**config.mk**
```make
export PLATFORM = sky130hd
export DESIGN_NAME = alu_param_flat
export DESIGN_NICKNAME = d
export VERILOG_FILES = /design/src/rtl/alu_pkg.sv /design/src/rtl/alu_param_if.sv /design/src/rtl/adder_rca.sv /design/src/rtl/alu_param.sv /design/src/flat_wrapper.sv
export SDC_FILE = /design/constraint.sdc
export NUM_CORES = 1
export LEC_CHECK = 0
export ABC_CLOCK_PERIOD_IN_PS = 7350
export BUFFER_PORTS_ARGS = -buffer_cell sky130_fd_sc_hd__buf_4
export CAP_MARGIN = 20
export CORE_UTILIZATION = 55
export DETAILED_ROUTE_END_ITERATION = 16
export HOLD_SLACK_MARGIN = 0.15
export PLACE_DENSITY = 0.78
export SLEW_MARGIN = 15
export SYNTH_ARGS = -nofsm -noshare
export SYNTH_HDL_FRONTEND = slang
export SYNTH_SLANG_ARGS = --single-unit
```
**constraint.sdc**
```tcl
create_clock -name clk -period 7.35 [get_ports clk]
set_clock_uncertainty 0.15 [all_clocks]
set_input_delay 1.1025 -clock clk [delete_from_list [all_inputs] [get_ports clk]]
set_output_delay 1.1025 -clock clk [all_outputs]
set_load 0.03 [all_outputs]
```
**src/rtl/alu_pkg.sv**
```systemverilog
// alu_pkg: shared definitions for the alu_param sequential ALU.
//   - op_code values (OP_ADD, OP_SUB, OP_MUL, OP_DIV)
//   - one-hot FSM state encoding
//   - Radix-4 Booth digit decode helper
package alu_pkg;

    localparam logic [1:0] OP_ADD = 2'b00;
    localparam logic [1:0] OP_SUB = 2'b01;
    localparam logic [1:0] OP_MUL = 2'b10;
    localparam logic [1:0] OP_DIV = 2'b11;

    typedef enum logic [8:0] {
        S_IDLE     = 9'b000000001,
        S_LOAD_Y   = 9'b000000010,
        S_ADDSUB   = 9'b000000100,
        S_MUL_IT   = 9'b000001000,
        S_DIV_PREP = 9'b000010000,
        S_DIV_IT   = 9'b000100000,
        S_DIV_FIX  = 9'b001000000,
        S_OUT_HI   = 9'b010000000,
        S_OUT_LO   = 9'b100000000
    } state_t;

    // Booth digit: zero -> add nothing, dbl -> use 2X, neg -> subtract.
    typedef struct packed {
        logic zero;
        logic neg;
        logic dbl;
    } booth_t;

    // bits = {Q[1], Q[0], Q[-1]}
    function automatic booth_t booth_decode(input logic [2:0] bits);
        booth_t d;
        d.zero = (bits == 3'b000) || (bits == 3'b111);
        d.neg  = bits[2];
        d.dbl  = (bits == 3'b011) || (bits == 3'b100);
        return d;
    endfunction

endpackage

```
**src/rtl/alu_param_if.sv**
```systemverilog
// alu_param_if: operand/result bus of the alu_param ALU.
//   master drives BEGIN, op_code, inbus; slave (the ALU) drives
//   outbus, out_valid, END, busy, ovf, dz.
interface alu_param_if #(parameter int WIDTH = 8);

    logic             BEGIN;
    logic [1:0]       op_code;
    logic [WIDTH-1:0] inbus;
    logic [WIDTH-1:0] outbus;
    logic             out_valid;
    logic             END;
    logic             busy;
    logic             ovf;
    logic             dz;

    modport master (
        output BEGIN, op_code, inbus,
        input  outbus, out_valid, END, busy, ovf, dz
    );

    modport slave (
        input  BEGIN, op_code, inbus,
        output outbus, out_valid, END, busy, ovf, dz
    );

endinterface

```
**src/rtl/adder_rca.sv**
```systemverilog
// adder_rca: N-bit ripple-carry adder, sum = a + b + cin.
//   a, b : N-bit addends
//   cin  : carry in (1 with an inverted b gives a - b)
//   sum  : N-bit result, carry out discarded
module adder_rca #(
    parameter int N = 10
) (
    input  logic [N-1:0] a,
    input  logic [N-1:0] b,
    input  logic         cin,
    output logic [N-1:0] sum
);

    logic [N:0] carry;

    assign carry[0] = cin;

    for (genvar i = 0; i < N; i++) begin : g_fa
        assign sum[i]     = a[i] ^ b[i] ^ carry[i];
        assign carry[i+1] = (a[i] & b[i]) | (carry[i] & (a[i] ^ b[i]));
    end

endmodule

```
**src/rtl/alu_param.sv**
```systemverilog
// alu_param: sequential WIDTH-bit signed ALU (add, sub, Radix-4 Booth
// multiply, restoring divide) with a single shared adder.
//   clk   : clock, rising edge
//   reset : asynchronous active-low reset
//   bus   : alu_param_if slave (BEGIN/op_code/inbus in,
//           outbus/out_valid/END/busy/ovf/dz out, all registered)
module alu_param
    import alu_pkg::*;
#(
    parameter int WIDTH = 8
) (
    input  logic        clk,
    input  logic        reset,
    alu_param_if.slave  bus
);

    localparam int AW = WIDTH + 2;
    localparam int CW = $clog2(WIDTH) + 1;

    state_t           state, next_state;
    logic [1:0]       op;
    logic [WIDTH-1:0] x, y, q, dvs;
    logic [AW-1:0]    acc;
    logic             qm1;
    logic [CW-1:0]    cnt;
    logic             neg_q, neg_r;

    logic [AW-1:0]    add_a, add_b, sum;
    logic             add_cin;

    logic [WIDTH-1:0] out_word, out_word_nxt;
    logic             out_vld, out_vld_nxt, out_end, out_end_nxt;
    logic             busy_q, ovf_q, dz_q;

    adder_rca #(.N(AW)) u_add (
        .a   (add_a),
        .b   (add_b),
        .cin (add_cin),
        .sum (sum)
    );

    // ---- derived datapath terms ----
    booth_t        bd;
    logic [AW-1:0] mcand;
    logic [AW-1:0] a_next;
    logic [WIDTH-1:0] q_next, div_shift;
    logic          is_sub, y_sign_eff, add_ovf, div_ok, last, y_zero, div_ovf;

    assign bd         = booth_decode({q[1], q[0], qm1});
    assign mcand      = bd.dbl ? {x[WIDTH-1], x, 1'b0} : {{2{x[WIDTH-1]}}, x};
    // {A,Q,Q[-1]} >>> 2 after this cycle's accumulate
    assign a_next     = {{2{sum[AW-1]}}, sum[AW-1:2]};
    assign q_next     = {sum[1:0], q[WIDTH-1:2]};
    // remainder < divisor <= 2^(WIDTH-1), so its top bit is always 0
    assign div_shift  = {acc[WIDTH-2:0], q[WIDTH-1]};
    assign div_ok     = ~sum[AW-1];
    assign is_sub     = (op == OP_SUB);
    assign y_sign_eff = is_sub ? ~y[WIDTH-1] : y[WIDTH-1];
    assign add_ovf    = (x[WIDTH-1] == y_sign_eff) && (sum[WIDTH-1] != x[WIDTH-1]);
    assign last       = (cnt == CW'(1));
    assign y_zero     = (y == '0);
    assign div_ovf    = (x == {1'b1, {(WIDTH-1){1'b0}}}) && (y == '1);

    // ---- shared adder operand mux ----
    // Negations (|X|, |Y|, sign fix-ups) are 0 + ~v + 1 through the same adder;
    // quotient fix-up happens in OUT_HI where the adder is otherwise idle.
    always_comb begin
        add_a   = '0;
        add_b   = '0;
        add_cin = 1'b0;
        unique case (state)
            S_LOAD_Y: begin
                add_b   = ~{{2{x[WIDTH-1]}}, x};
                add_cin = 1'b1;
            end
            S_ADDSUB: begin
                add_a   = {{2{x[WIDTH-1]}}, x};
                add_b   = is_sub ? ~{{2{y[WIDTH-1]}}, y} : {{2{y[WIDTH-1]}}, y};
                add_cin = is_sub;
            end
            S_MUL_IT: begin
                add_a = acc;
                if (!bd.zero) begin
                    add_b   = bd.neg ? ~mcand : mcand;
                    add_cin = bd.neg;
                end
            end
            S_DIV_PREP: begin
                add_b   = ~{{2{y[WIDTH-1]}}, y};
                add_cin = 1'b1;
            end
            S_DIV_IT: begin
                add_a   = {2'b00, div_shift};
                add_b   = ~{2'b00, dvs};
                add_cin = 1'b1;
            end
            S_DIV_FIX: begin
                add_b   = ~{2'b00, acc[WIDTH-1:0]};
                add_cin = 1'b1;
            end
            S_OUT_HI: begin
                add_b   = ~{2'b00, q};
                add_cin = 1'b1;
            end
            default: ;
        endcase
    end

    // ---- FSM state register ----
    always_ff @(posedge clk or negedge reset) begin
        if (!reset) state <= S_IDLE;
        else        state <= next_state;
    end

    // ---- FSM next state and next-cycle output words ----
    always_comb begin
        next_state   = state;
        out_word_nxt = '0;
        out_vld_nxt  = 1'b0;
        out_end_nxt  = 1'b0;
        unique case (state)
            S_IDLE:
                if (bus.BEGIN) next_state = S_LOAD_Y;
            S_LOAD_Y:
                case (op)
                    OP_MUL:  next_state = S_MUL_IT;
                    OP_DIV:  next_state = S_DIV_PREP;
                    default: next_state = S_ADDSUB;
                endcase
            S_ADDSUB: begin
                next_state   = S_OUT_LO;
                out_word_nxt = sum[WIDTH-1:0];
                out_vld_nxt  = 1'b1;
                out_end_nxt  = 1'b1;
            end
            S_MUL_IT:
                if (last) begin
                    next_state   = S_OUT_HI;
                    out_word_nxt = a_next[WIDTH-1:0];
                    out_vld_nxt  = 1'b1;
                end
            S_DIV_PREP:
                if (y_zero) begin
                    next_state   = S_OUT_HI;
                    out_word_nxt = x;
                    out_vld_nxt  = 1'b1;
                end else if (div_ovf) begin
                    next_state   = S_OUT_HI;
                    out_vld_nxt  = 1'b1;
                end else begin
                    next_state   = S_DIV_IT;
                end
            S_DIV_IT:
                if (last) next_state = S_DIV_FIX;
            S_DIV_FIX: begin
                next_state   = S_OUT_HI;
                out_word_nxt = neg_r ? sum[WIDTH-1:0] : acc[WIDTH-1:0];
                out_vld_nxt  = 1'b1;
            end
            S_OUT_HI: begin
                next_state   = S_OUT_LO;
                out_word_nxt = (op == OP_DIV && neg_q) ? sum[WIDTH-1:0] : q;
                out_vld_nxt  = 1'b1;
                out_end_nxt  = 1'b1;
            end
            S_OUT_LO:
                next_state = S_IDLE;
            default:
                next_state = S_IDLE;
        endcase
    end

    // ---- datapath and registered outputs ----
    always_ff @(posedge clk or negedge reset) begin
        if (!reset) begin
            op       <= '0;
            x        <= '0;
            y        <= '0;
            q        <= '0;
            dvs      <= '0;
            acc      <= '0;
            qm1      <= 1'b0;
            cnt      <= '0;
            neg_q    <= 1'b0;
            neg_r    <= 1'b0;
            ovf_q    <= 1'b0;
            dz_q     <= 1'b0;
            out_word <= '0;
            out_vld  <= 1'b0;
            out_end  <= 1'b0;
            busy_q   <= 1'b0;
        end else begin
            out_word <= out_word_nxt;
            out_vld  <= out_vld_nxt;
            out_end  <= out_end_nxt;
            busy_q   <= (next_state != S_IDLE);
            unique case (state)
                S_IDLE:
                    if (bus.BEGIN) begin
                        op    <= bus.op_code;
                        x     <= bus.inbus;
                        ovf_q <= 1'b0;
                        dz_q  <= 1'b0;
                    end
                S_LOAD_Y: begin
                    y   <= bus.inbus;
                    acc <= '0;
                    qm1 <= 1'b0;
                    if (op == OP_MUL) begin
                        q   <= bus.inbus;
                        cnt <= CW'(WIDTH / 2);
                    end else begin
                        // |X| staged as the dividend
                        q <= x[WIDTH-1] ? sum[WIDTH-1:0] : x;
                    end
                end
                S_ADDSUB:
                    ovf_q <= add_ovf;
                S_MUL_IT: begin
                    acc <= a_next;
                    q   <= q_next;
                    qm1 <= q[1];
                    cnt <= cnt - CW'(1);
                end
                S_DIV_PREP: begin
                    dvs   <= y[WIDTH-1] ? sum[WIDTH-1:0] : y;
                    acc   <= '0;
                    cnt   <= CW'(WIDTH);
                    neg_q <= x[WIDTH-1] ^ y[WIDTH-1];
                    neg_r <= x[WIDTH-1];
                    if (y_zero) begin
                        dz_q  <= 1'b1;
                        q     <= '1;
                        neg_q <= 1'b0;
                    end else if (div_ovf) begin
                        ovf_q <= 1'b1;
                        q     <= x;
                        neg_q <= 1'b0;
                    end
                end
                S_DIV_IT: begin
                    acc <= div_ok ? sum : {2'b00, div_shift};
                    q   <= {q[WIDTH-2:0], div_ok};
                    cnt <= cnt - CW'(1);
                end
                default: ;
            endcase
        end
    end

    assign bus.outbus    = out_word;
    assign bus.out_valid = out_vld;
    assign bus.END       = out_end;
    assign bus.busy      = busy_q;
    assign bus.ovf       = ovf_q;
    assign bus.dz        = dz_q;

endmodule
```
**src/flat_wrapper.sv**
```systemverilog
// flat-port wrapper written by rule: the top's interface ports become plain ports
module alu_param_flat import alu_pkg::*;
#(
    parameter int WIDTH = 8
)
  (clk, reset, bus_BEGIN, bus_op_code, bus_inbus, bus_outbus, bus_out_valid, bus_END, bus_busy, bus_ovf, bus_dz);
  alu_param_if #(.WIDTH(WIDTH)) bus_i ();
  input  logic clk;
  input  logic reset;
  input wire logic [$bits(bus_i.BEGIN)-1:0] bus_BEGIN;
  input wire logic [$bits(bus_i.op_code)-1:0] bus_op_code;
  input wire logic [$bits(bus_i.inbus)-1:0] bus_inbus;
  output wire logic [$bits(bus_i.outbus)-1:0] bus_outbus;
  output wire logic [$bits(bus_i.out_valid)-1:0] bus_out_valid;
  output wire logic [$bits(bus_i.END)-1:0] bus_END;
  output wire logic [$bits(bus_i.busy)-1:0] bus_busy;
  output wire logic [$bits(bus_i.ovf)-1:0] bus_ovf;
  output wire logic [$bits(bus_i.dz)-1:0] bus_dz;
  assign bus_i.BEGIN = bus_BEGIN;
  assign bus_i.op_code = bus_op_code;
  assign bus_i.inbus = bus_inbus;
  assign bus_outbus = bus_i.outbus;
  assign bus_out_valid = bus_i.out_valid;
  assign bus_END = bus_i.END;
  assign bus_busy = bus_i.busy;
  assign bus_ovf = bus_i.ovf;
  assign bus_dz = bus_i.dz;
  alu_param #(.WIDTH(WIDTH)) u_core (.clk(clk), .reset(reset), .bus(bus_i));
endmodule
```
==> metrics.cfg, run 1 <==
[global_route]
grt_pass1_wl_mm=23.95
antenna_found_initial=0
first_global_vias=4456
grt_use_total=0.3512
grt_start_max_net_pins=74
grt-ovfl-total=0

[synthesis]
syn_area_um2=4918
synth_area_leaders=dfrtp_1, nand2_1, o21ai_0
synth_async_sr_flop_share=1.000
synth.avg_cell_area_um2=8.690
ys_seq_area_frac=0.3717
ys_seq_elements=73
synthMostInstantiatedCell=nand2_1
syn_nets=591
ys_types=71
yosys.area.top_type=dfrtp_1
synth_edf_count=0
synth_common_cells=nand2_1, dfrtp_1, o21ai_0
netlist_instances=566
synth_flop_cell=dfrtp_1
ys.warnings.count=0
synth_top_area_share=0.3663

[floorplanning]
die-area_um2=9325
num_rows=34
initial_utilization=0.5668
num_io_pins=26
core-area_um2=8678
dieWidth_um=96.57
die_y_um=96.57

[critical_path]
cp-startpoint=u_core.state[6]$_DFF_PN0_
reg2reg_slack_ns=0.47
crit_required_ns=7.43
critPathKind=flip-flop to flip-flop
r2r-start=u_core.state[6]$_DFF_PN0_
crit_buf_inv=5
worstSetupStartpointType=flip-flop
cpMostUsedCell=fa_1
cp_cell_sequence=nor4_4 -> nand4_1 -> a21oi_1 -> buf_4 -> nand2_1 -> o21ai_0 -> nor3_1 -> fa_1 -> fa_1 -> fa_1 -> fa_1 -> fa_1 -> fa_1 -> inv_1 -> fa_1 -> inv_1 -> fa_1 -> inv_1 -> fa_1 -> xor2_1 -> buf_4 -> nor2_1 -> a21boi_0 -> o211ai_1
ff2ff_path_depth=24
cp_top_family=adder cells
crit_slowest_cell=nor4_4
critPathMaxFanout=21
cp_data_arrival_time_ns=6.96
critPathCaptureType=flip-flop
crit_end=u_core.acc[8]$_DFFE_PN0P_
crit_cells=24
cp_slowest_stage_delay_ns=0.58
r2r-end=u_core.acc[8]$_DFFE_PN0P_

[clocking]
ctsHoldBuffers=0
cts_buffer_depth=2
clk_pin_slew_worst_paths_ns=0.09
cts_root_buffer=clkbuf_8
clock_sinks=73
tritoncts=done
htreeDepth=3
cts_resized=0
cts_setup_buffers=0
clock_latency_ns=0.36
cts_buffers=9

[power]
ir_drop_mv=0.2109
p_per_area_nw_per_um2=364.2
p_leak_uw=0.002164

[placed_design]
routabilityCongestion=1.016
dp_hpwl_mm=10.74
place_area_um2=5126
portBuffers=25

[sta]
drv_slew=0
setup_viol=0
tightestPinTransition_ns=0.9421
fmax_mhz=145.4
setup-tns-final_ns=0
slew_headroom=0.3719
whs_ns=0.3436
fin_crit_ns=6.878
finalCritPeriodShare=0.9358
rsz0062_at_grt=false
finalHoldViolations=0

[finish]
n_fill_cell=757
drive_above_1_share=0.1443
nets=595
fin_area_um2=5316
antenna_cells=0
syn_to_final_growth_pct=8.090

[detailed_routing]
avgRoutedWirePerCell_um=22.03
ant_nets=0
viasPerCell=6.849
postRouteWirelength_mm=15.04
vias=4678
drc=0
drt-initial-drc-count=599
drt_first_pass_iters=8

[status]
status=complete, no violations

[job]
timing.max_cap.violations=0

[hold_path]
hold_class=flip-flop to flip-flop

## cell usage in the layout, fill, tap and decap left out, types with 4 or more instances in the layout
cell       n
a22oi_1    7
a211oi_1  10
o211ai_1  15
dfrtp_1   72
fa_1       9
a21oi_1   32
a222oi_1   4
o22ai_1    4
o221ai_1   9
a221oi_1   5
a22o_1     6
mux2_2    10
nand3_1   16
buf_4     38
mux2i_1    4
o311ai_0   6
nand4_1    5
xor2_1     6
nor2_1    46
nand2_1   93
inv_1     14
xnor2_1   11
nor3_1     9
clkbuf_8  10
o21ai_0   48
o22a_1     6
nor4_1     6
nand2b_1   6
## layout make-up
class                      count  area (um2)  share of cell area
clock buffer                  10       137.6             0.02589
clock inverter                 6       50.05            0.009414
inverter                      15       56.30             0.01059
multi-input combinational    433        2824              0.5312
sequential                    73        1828              0.3438
tap                          108       135.1             0.02542
timing repair buffer          38       285.3             0.05366
## through the flow
step,util,instances,setup slack (ns),power [uW]
after floorplan,-,566,0.9548,1340
after global placement,0.5907,667,0.7133,1576
after detailed placement,0.5907,667,0.5394,1605
after CTS,0.6123,683,0.4949,1909
after global routing,0.6126,683,0.02341,2054
final,0.6126,683,0.4716,1936
## registers in the layout, indices dropped and copies added (netlist names)
register and flops:
u_core.acc 10, u_core.state 9, u_core.bus.outbus 8, u_core.dvs 8, u_core.q 8, u_core.x 8
u_core.y 8, u_core.cnt 4, u_core.op 2, u_core.bus.END 1, u_core.bus.busy 1, u_core.bus.dz 1
u_core.bus.out_valid 1, u_core.bus.ovf 1, u_core.neg_q 1, u_core.neg_r 1, u_core.qm1 1
## logic make-up after synthesis
kind of cell    after synthesis  share of synthesized area
xor+xnor                     17                    0.03027
compound gates              173                     0.2445
buf+inv                      60                    0.05469
mux                          14                    0.03104
simple gates                217                     0.2236
flops                        73                     0.3717
fa+ha+maj                    12                    0.04426
## how the worst min path moves through the flow
stage / startpoint / endpoint / slack, ns / depth (start not counted)
after global placement: u_core.dvs[7]$_DFFE_PN0P_ / u_core.dvs[7]$_DFFE_PN0P_ / 0.31 / 2
after global routing: u_core.dvs[3]$_DFFE_PN0P_ / u_core.dvs[3]$_DFFE_PN0P_ / 0.37 / 2
after CTS: u_core.bus.dz$_DFFE_PN0P_ / u_core.bus.dz$_DFFE_PN0P_ / 0.35 / 1
final: u_core.bus.dz$_DFFE_PN0P_ / u_core.bus.dz$_DFFE_PN0P_ / 0.34 / 1
after detailed placement: u_core.bus.dz$_DFFE_PN0P_ / u_core.bus.dz$_DFFE_PN0P_ / 0.33 / 1
after floorplan: u_core.dvs[7]$_DFFE_PN0P_ / u_core.dvs[7]$_DFFE_PN0P_ / 0.29 / 2
## where the power goes
part / total (uW) / internal, uW / switching (uW)
clock network: 305 / 136 / 169
logic: 841 / 351 / 489
registers: 790 / 526 / 265
## layer usage
layer  GRT usage  part of all wire  vias to the layer above
li1            -                 -                     2080
met1      0.4792              0.40                     2249
met2      0.5311              0.46                      307
met3     0.07355              0.11                       42
met4      0.1703             0.032                        0
met5           0                 0                        -
Note: power is estimated with default switching activity, not from simulation.
==> inputs of run 2 (changes only) <==
--- a/config.mk
+++ b/config.mk
@@ -5,13 +5,14 @@
 export SDC_FILE = /design/constraint.sdc
 export NUM_CORES = 1
 export LEC_CHECK = 0
-export ABC_CLOCK_PERIOD_IN_PS = 7350
+export ABC_CLOCK_PERIOD_IN_PS = 6200
 export BUFFER_PORTS_ARGS = -buffer_cell sky130_fd_sc_hd__buf_4
 export CAP_MARGIN = 20
 export CORE_UTILIZATION = 55
 export DETAILED_ROUTE_END_ITERATION = 16
 export HOLD_SLACK_MARGIN = 0.15
-export PLACE_DENSITY = 0.78
+export PLACE_DENSITY = 0.81
+export RECOVER_POWER = 100
 export SLEW_MARGIN = 15
 export SYNTH_ARGS = -nofsm -noshare
 export SYNTH_HDL_FRONTEND = slang
==> constraint.sdc (replaced) <==
create_clock -name clk -period 6.2 [get_ports clk]
set_clock_uncertainty 0.15 [all_clocks]
set_input_delay 0.93 -clock clk [delete_from_list [all_inputs] [get_ports clk]]
set_output_delay 0.93 -clock clk [all_outputs]
set_load 0.03 [all_outputs]
==> run 2 against run 1 <==
Compared with the run above:
- the run now ends with max-capacitance violations, max-slew violations left
- sequential power rose by 16%
- global-route usage rose by 1.1 points
- clock-buffer cell count did not move
- total power rose by 29%
- setup slack got worse by 0.30 ns
- via count rose by 4.1%
- design area rose by 4.5%
- combinational power rose by 31%
- register-to-register slack got worse by 0.30 ns
- routed wire length rose by 4.6%
- largest cell class unchanged
- largest power group unchanged
==> metrics.cfg, run 2 (synthesis results as in run 1) <==
[finish]
syn_to_final_growth_pct=12.92
reg_top3=u_core.acc: 10 flops, u_core.state: 9 flops
top_register=u_core.acc
layout_common_cells=nand2_1, dfrtp_1, buf_4, o21ai_0, nor2_1
nets=627
antenna_cells=0
finalNonFillerCells=715
drive_above_1_share=0.1763
layout_commonest_cell=nand2_1
largest_reg_flops=10
fin_area_um2=5554

[sta]
tightestPinTransition_ns=3.872
slew_headroom=-1.582
setup_viol=0
rsz0062_at_grt=false
fin_crit_ns=6.033
finalCritPeriodShare=0.9731
whs_ns=0.3306
drv_slew=74
finalHoldViolations=0
fmax_mhz=165.8

[clocking]
cts_buffer_depth=2
ctsHoldBuffers=0
clock_sinks=73
clk_pin_slew_worst_paths_ns=0.09
htreeDepth=3
clock_latency_ns=0.36
cts_root_buffer=clkbuf_8
cts_buffers=9
tritoncts=done

[detailed_routing]
drc=0
viasPerCell=6.810
vias=4869
ant_nets=0
drt-initial-drc-count=651
drt_first_pass_iters=6
avgRoutedWirePerCell_um=22.00
postRouteWirelength_mm=15.73

[critical_path]
cp_data_arrival_time_ns=6.13
cp-startpoint=u_core.state[4]$_DFF_PN0_
critPathCaptureType=flip-flop
r2r-start=u_core.state[4]$_DFF_PN0_
critPathMaxFanout=8
crit_required_ns=6.29
worstSetupStartpointType=flip-flop
critPathKind=flip-flop to flip-flop

[floorplanning]
die-area_um2=9325
initial_utilization=0.5668
dieWidth_um=96.57
core-area_um2=8678
die_y_um=96.57
num_rows=34
num_io_pins=26

[global_route]
grt-ovfl-total=0
antenna_found_initial=0
grt_pass1_wl_mm=24.82
first_global_vias=4539
grt_use_total=0.3626
grt_start_max_net_pins=74

[placed_design]
routabilityCongestion=0.9736
dp_hpwl_mm=11.03
place_area_um2=5330
portBuffers=25
dp.cells=693

[power]
p_leak_uw=0.002273
p_per_area_nw_per_um2=450.5
ir_drop_mv=0.3300
total_power_uw=2502

[status]
status=finished with violations
violations=max-capacitance violations, max-slew violations

[job]
timing.max_cap.violations=1

[hold_path]
hold_class=flip-flop to flip-flop
hp-start=u_core.bus.dz$_DFFE_PN0P_

## run 2: cell types whose count changed in the layout (fill, tap and decap cells not counted), sizes merged
cell / delta
clkbuf: +18
buf: +14
bufinv: +3
inv: -3
clkinv: +1
clkinvlp: -1
## run 2: stage by stage
stage	setup TNS (ns)	util	worst slack, ns
2_1_floorplan	0	-	0.01844
3_3_place_gp	0	0.6142	0.05371
3_5_place_dp	-0.03577	0.6142	-0.02415
4_1_cts	0	0.6475	0.01267
5_1_grt	0	0.6400	0.004197
6_report	0	0.6400	0.1668
## run 2: area by class of cell
cell class | instances | area [um2]
multi-input combinational | 433 | 2813
clock buffer | 10 | 137.6
tap | 108 | 135.1
inverter | 15 | 56.30
sequential | 73 | 1832
timing repair buffer | 70 | 465.4
clock inverter | 6 | 115.1
fill | 714 | 3124
## run 2: final timing paths
check / to / slack [ns] / cells after the start
worst max-delay path: u_core.q[0]$_DFFE_PN0P_ / 0.17 / 22
worst min-delay path: u_core.bus.dz$_DFFE_PN0P_ / 0.33 / 1
worst max register to register: u_core.q[0]$_DFFE_PN0P_ / 0.17 / 22
worst min register to register: u_core.bus.dz$_DFFE_PN0P_ / 0.33 / 1
max in group asynchronous: u_core.state[8]$_DFF_PN0_ / 1.65 / 1
min in group asynchronous: u_core.bus.out_valid$_DFF_PN0_ / 1.73 / 1
## run 2: routing by layer
layer	global-route usage	routed length, um
met1	0.5095	6337
met2	0.5340	6898
met3	0.08764	1940
met4	0.1495	556
met5	0	0
## run 2: worst max-delay path: stages, from the launching register on
cell,delay [ns]
dfrtp_2,0.47
nor3_4,0.23
nand2_2,0.09
or3_4,0.39
o22a_1,0.22
o221ai_1,0.09
nor3_1,0.09
fa_2,0.37
fa_2,0.41
fa_2,0.41
fa_2,0.40
fa_2,0.40
fa_1,0.44
inv_2,0.07
fa_1,0.18
inv_1,0.06
fa_1,0.44
inv_2,0.07
fa_1,0.18
xor2_1,0.15
buf_4,0.18
nor2_1,0.06
o32a_1,0.36
## run 2: what timing repair did
item	CTS	global route
endpoints found under the setup margin	12	15
setup buffers	4	2
gates resized for setup	5	10
pin swaps	0	2
cloned	0	0
## run 2: where the power goes
group          total (uW)  internal, uW  switching [uW]
sequential            920           625             296
clock                 479           280             199
combinational        1100           475             628
